**config.mk**
```make
export PLATFORM = sky130hd
export DESIGN_NAME = gpio_input_conditioner
export DESIGN_NICKNAME = d
export VERILOG_FILES = /design/src/rtl/gpio_input_conditioner.sv
export SDC_FILE = /design/constraint.sdc
export NUM_CORES = 2
export LEC_CHECK = 0
export BUFFER_PORTS_ARGS = -buffer_cell sky130_fd_sc_hd__buf_2
export CAP_MARGIN = 0
export CORE_MARGIN = 1.5
export CORE_UTILIZATION = 40
export CTS_CLUSTER_SIZE = 25
export DETAILED_ROUTE_END_ITERATION = 8
export PLACE_DENSITY = 0.6
export SYNTH_ARGS = -nofsm -noshare
export SYNTH_HDL_FRONTEND = slang
export SYNTH_SLANG_ARGS = --single-unit
```
**constraint.sdc**
```tcl
create_clock -name i_clk -period 19 [get_ports i_clk]
set_input_delay 1.9 -clock i_clk [delete_from_list [all_inputs] [get_ports i_clk]]
set_output_delay 1.9 -clock i_clk [all_outputs]
set_load 0.02 [all_outputs]
```
**src/rtl/gpio_input_conditioner.sv**
```systemverilog
// Per-pin GPIO input conditioning: synchroniser, optional debounce filter and
// qualified edge detection. Outputs a filtered level and one-cycle change pulses.
module gpio_input_conditioner #(
  parameter int unsigned WB_DATA_WIDTH      = 32,
  parameter int unsigned DEBOUNCE_CNT_WIDTH = 16,
  parameter int unsigned SYNC_STAGES        = 2
) (
  input  logic                          i_clk,
  input  logic                          i_reset,
  input  logic [WB_DATA_WIDTH-1:0]      i_gpio_raw,
  input  logic [DEBOUNCE_CNT_WIDTH-1:0] i_debounce_period,
  input  logic [WB_DATA_WIDTH-1:0]      i_debounce_en,
  input  logic [WB_DATA_WIDTH-1:0]      i_rise_en,
  input  logic [WB_DATA_WIDTH-1:0]      i_fall_en,
  output logic [WB_DATA_WIDTH-1:0]      o_gpio_level,
  output logic [WB_DATA_WIDTH-1:0]      o_pin_change,
  output logic                          o_armed
);

  localparam logic [2:0]                    SETTLE_LAST = 3'(SYNC_STAGES);
  localparam logic [DEBOUNCE_CNT_WIDTH-1:0] CNT_ONE     = DEBOUNCE_CNT_WIDTH'(1);

  logic [WB_DATA_WIDTH-1:0]      sync_q [SYNC_STAGES];
  logic [WB_DATA_WIDTH-1:0]      s;
  logic [2:0]                    settle_cnt;
  logic [DEBOUNCE_CNT_WIDTH-1:0] cnt_q    [WB_DATA_WIDTH];
  logic [DEBOUNCE_CNT_WIDTH-1:0] cnt_next [WB_DATA_WIDTH];
  logic [WB_DATA_WIDTH-1:0]      level_next;
  logic [WB_DATA_WIDTH-1:0]      change_next;
  logic [DEBOUNCE_CNT_WIDTH-1:0] period_m1;

  always_ff @(posedge i_clk or posedge i_reset) begin
    if (i_reset) begin
      for (int unsigned i = 0; i < SYNC_STAGES; i++) sync_q[i] <= '0;
    end else begin
      sync_q[0] <= i_gpio_raw;
      for (int unsigned i = 1; i < SYNC_STAGES; i++) sync_q[i] <= sync_q[i-1];
    end
  end

  assign s = sync_q[SYNC_STAGES-1];

  // Armed on the (SYNC_STAGES+1)th edge after release, once the chain holds real pad data.
  always_ff @(posedge i_clk or posedge i_reset) begin
    if (i_reset) begin
      settle_cnt <= '0;
      o_armed    <= 1'b0;
    end else if (!o_armed) begin
      if (settle_cnt == SETTLE_LAST) o_armed <= 1'b1;
      else                           settle_cnt <= settle_cnt + 3'd1;
    end
  end

  assign period_m1 = i_debounce_period - CNT_ONE;

  always_comb begin
    level_next  = o_gpio_level;
    change_next = '0;
    for (int unsigned i = 0; i < WB_DATA_WIDTH; i++) begin
      cnt_next[i] = '0;
      if (!o_armed) begin
        level_next[i] = s[i];
      end else if (s[i] != o_gpio_level[i]) begin
        if (!i_debounce_en[i] || i_debounce_period == '0) begin
          level_next[i] = s[i];
        end else if (cnt_q[i] >= period_m1) begin
          level_next[i] = s[i];
        end else begin
          cnt_next[i] = cnt_q[i] + CNT_ONE;
        end
      end
      // Pulse is registered alongside the level so both appear in the same cycle.
      change_next[i] = o_armed &
                       (( level_next[i] & ~o_gpio_level[i] & i_rise_en[i]) |
                        (~level_next[i] &  o_gpio_level[i] & i_fall_en[i]));
    end
  end

  always_ff @(posedge i_clk or posedge i_reset) begin
    if (i_reset) begin
      o_gpio_level <= '0;
      o_pin_change <= '0;
      for (int unsigned i = 0; i < WB_DATA_WIDTH; i++) cnt_q[i] <= '0;
    end else begin
      o_gpio_level <= level_next;
      o_pin_change <= change_next;
      for (int unsigned i = 0; i < WB_DATA_WIDTH; i++) cnt_q[i] <= cnt_next[i];
    end
  end

endmodule

```
==> run_results.csv <==
group,metric,value,unit
detailed_routing,drt_drc_violations_left,0,
grt,grt_pass1_wl,169,mm
power_and_ir_drop,p_leak,20.8,nW
placement,pre_cts_slack,12.13,ns
critical_path,crit_chain,"buf_2 > or4_1 > nor3_1 > nand2_1 > nor3_1 > xnor2_2 > buf_4 > ha_1 > and4_1 > and2_1 > nand4_1 > o41ai_1 > a311oi_1 > nand2_1 > nor2_1",
clock_tree,numClockSinks,644,
sta,relSlewSlack,20.2,%
floorplanning,dieWidth,320,µm
sta,tns,0,ns
power_and_ir_drop,clockPowerShare,47.2,%
power_and_ir_drop,intPower,0.00247,W
power_and_ir_drop,p_sw,0.000895,W
sta,hold_viol_final,0,
sta,post-route-min-period,6.28,ns
critical_path,critPathSlowestCell,"or4_1",
yosys,synth.distinct_cells,80,
clock_tree,h-tree-depth,3,
detailed_routing,drt-initial-drc-count,1949,
clock_tree,post-cts-setup-buffers,0,
placement,gp_congestion,0.822,
grt,met1_usage,29.4,%
layout,fin_nets,5032,
clock_tree,cts_root_buf,"clkbuf_16",
floorplanning,row_count,116,
power_and_ir_drop,fin_total_pwr,0.00336,W
clock_tree,numCtsBuffers,81,
placement,port_buffers,210,
layout,area_growth,13.4,%
clock_tree,ctsHoldBuffers,0,
placement,dp_hpwl,70.1,mm
critical_path,slowest_delay,0.83,ns
critical_path,worstSetupPathType,"input port to flip-flop",
yosys,ys_ff_latch,644,
power_and_ir_drop,peakVddDrop,0.0585,mV
flow_run,cap_viol_max_count,0,
yosys,ys_warn_count,0,
floorplanning,ioPinCount,211,
grt,globalRouteTotalUtil,21.0,%
outcome,status,"complete, no violations",
grt,use_met2,33.3,%
detailed_routing,ant_nets,0,
detailed_routing,wirelength,107,mm
clock_tree,clock_latency,0.65,ns
sta,fin_crit_sh,33.1,%
grt,grtUsageMet3,3.70,%
power_and_ir_drop,power.density,73.6,nW/µm²
floorplanning,die-area,103000,µm²
power_and_ir_drop,p_seq_share,42.6,%
detailed_routing,drt_pass1_iterations,7,
sta,setup_violations,0,
clock_tree,cts_tree,"yes",
grt,grt_max_degree,159,
grt,antenna_found_initial,7,
sta,fin_ws,12.72,ns
critical_path,arrival,6.84,ns
layout,drive_gt1_share,10.6,%
detailed_routing,num_vias,30900,
floorplanning,start_util,40.3,%
floorplanning,coreArea,99900,µm²
sta,clock.fmax,159,MHz
yosys,post-synth-top-area-fraction,40.0,%
yosys,syn_nets,4816,
sta,finClkSkew,0.0274,ns
floorplanning,die_y,320,µm
critical_path,cp-end-kind,"flip-flop",
yosys,yosys.area.top_type,"dfrtp_1",
grt,top_usage_layer,"met2",
power_and_ir_drop,combPwrFrac,10.1,%
yosys,yosysSeqAreaShare,40.0,%
sta,tightest_slew,1.19,ns
detailed_routing,avgViaCountPerCell,5.35,
yosys,syn_area,40300,µm²
layout,nFillCells,9495,
yosys,avgSynthCellArea,9.61,µm²
yosys,postSynth.asyncResetShare,100,%
yosys,synth_flop_cell,"dfrtp_1",
clock_tree,cts.path.max_buffers,3,
power_and_ir_drop,swShare,26.6,%
critical_path,critPathRequiredTime,19.56,ns
critical_path,crit_fanout,20,
sta,maxSlewViolCount,0,
clock_tree,clk_pin_slew_worst_paths,0.06,ns
detailed_routing,wl_per_cell,18.6,µm
yosys,synth_edf_count,0,
critical_path,start_kind,"input port",
yosys,syn_inst,4187,
worst_hold_path,min_path_type,"flip-flop to flip-flop",
clock_tree,post_cts_resized,0,
grt,grt_pass1_vias,29600,
yosys,yosys-top-cells-area,"dfrtp_1 40%, ha_1 15%, nor2_1 6.6%",
grt,overflow,0,
sta,rsz0062_at_grt,"no",
==> critical path, delay by kind of cell <==
family / cells / cell delay (ns)
buffers and inverters: 2 / 0.75
adders and majority gates: 1 / 0.32
AOI/OAI and AO/OA: 2 / 0.57
and+or+nand+nor: 9 / 2.94
xor gates and xnor gates: 1 / 0.32
==> kinds of logic (layout without fill, tap and decap cells) <==
family,after synthesis,after routing,synth area share (%)
compound gates,514,514,8.56
other cells,0,6,0
simple gates,1713,1713,20.6
mux,32,32,0.895
xor+xnor,538,538,12.1
buf+inv,260,542,2.69
fa+ha+maj,486,486,15.1
flops,644,644,40.0
==> state kept, by name, indices dropped and copies added, names as in the netlist <==
register	count
cnt_q	512
o_armed	1
o_gpio_level	32
o_pin_change	32
s	32
settle_cnt	3
sync_q	32
==> area by class of cell <==
type	count	area (µm²)	area share, %
multi-input cells	3283	23200	50.9
diodes	6	15.0	0.0329
flip-flops and latches	644	16100	35.3
clock inverters	35	339	0.743
clock buffers	114	2420	5.29
well taps	1298	1620	3.56
inverters	140	529	1.16
repair buffers	253	1400	3.06
==> path summary, 6_finish.rpt <==
path,slack (ns),start,endpoint,depth (start not counted)
setup / recovery,12.72,i_debounce_period[9],cnt_q[468],15
hold / removal,0.34,sync_q[42],s[10],0
setup reg to reg,15.79,o_armed,cnt_q[468],6
hold reg to reg,0.34,sync_q[42],s[10],0
max in group asynchronous,15.29,i_reset,s[23],5
min in group asynchronous,1.45,i_reset,cnt_q[460],3
==> power by group through the flow <==
stage	registers [W]	logic, W	clock network, W
after floorplan	0.00147	0.000198	0
after global placement	0.00146	0.000337	0
after detailed placement	0.00146	0.000343	0
after CTS	0.00143	0.000345	0.00163
after global routing	0.00144	0.000384	0.00169
final	0.00143	0.000340	0.00159
==> synthesized netlist by cell type, types with 39 or more instances <==
library cell  number
a21oi_1          117
and3_1            81
and4_1            47
buf_2             45
clkbuf_1          63
dfrtp_1          644
ha_1             483
inv_1            140
nand2_1          235
nand2b_1          56
nand3_1          222
nand4_1          145
nor2_1           713
nor2b_1           39
nor3_1            42
o21ai_0          137
xnor2_1          267
xor2_1           259
==> through the flow <==
stage               hold WS, ns  utilization [%]  std cells  instance area, µm²
CTS                       0.344             45.7       5767               45700
floorplan                 0.331                -       4187               40300
finish                    0.345             45.7       5773               45700
detailed placement        0.335             43.0       5618               42900
global placement          0.332             43.0       5618               42900
global route              0.351             45.7       5767               45700
==> cells in the final DEF, fill, tap and decap left out, drive strengths merged, types with 14 or more instances in the layout <==
cell type	n
nand4	145
buf	253
o21ai	138
nand3b	31
ha	483
a211oi	19
and2	22
xor2	259
nand3	222
dfrtp	644
or3	23
nor2	715
nand2b	56
nor3	45
clkbuf	114
o31ai	16
a31oi	20
inv	142
clkinv	19
xnor2	267
o21a	14
nor2b	39
mux2	32
a21o	33
or2	14
and4	47
and3	81
nand2	236
a21oi	117
==> layer usage <==
metal / wire (µm) / vias to the layer above
met3: 6280 / 158
met5: 38 / -
li1: - / 15100
met4: 2500 / 6
met2: 48100 / 642
met1: 50300 / 14900
Note: power is estimated with default switching activity, not from simulation.
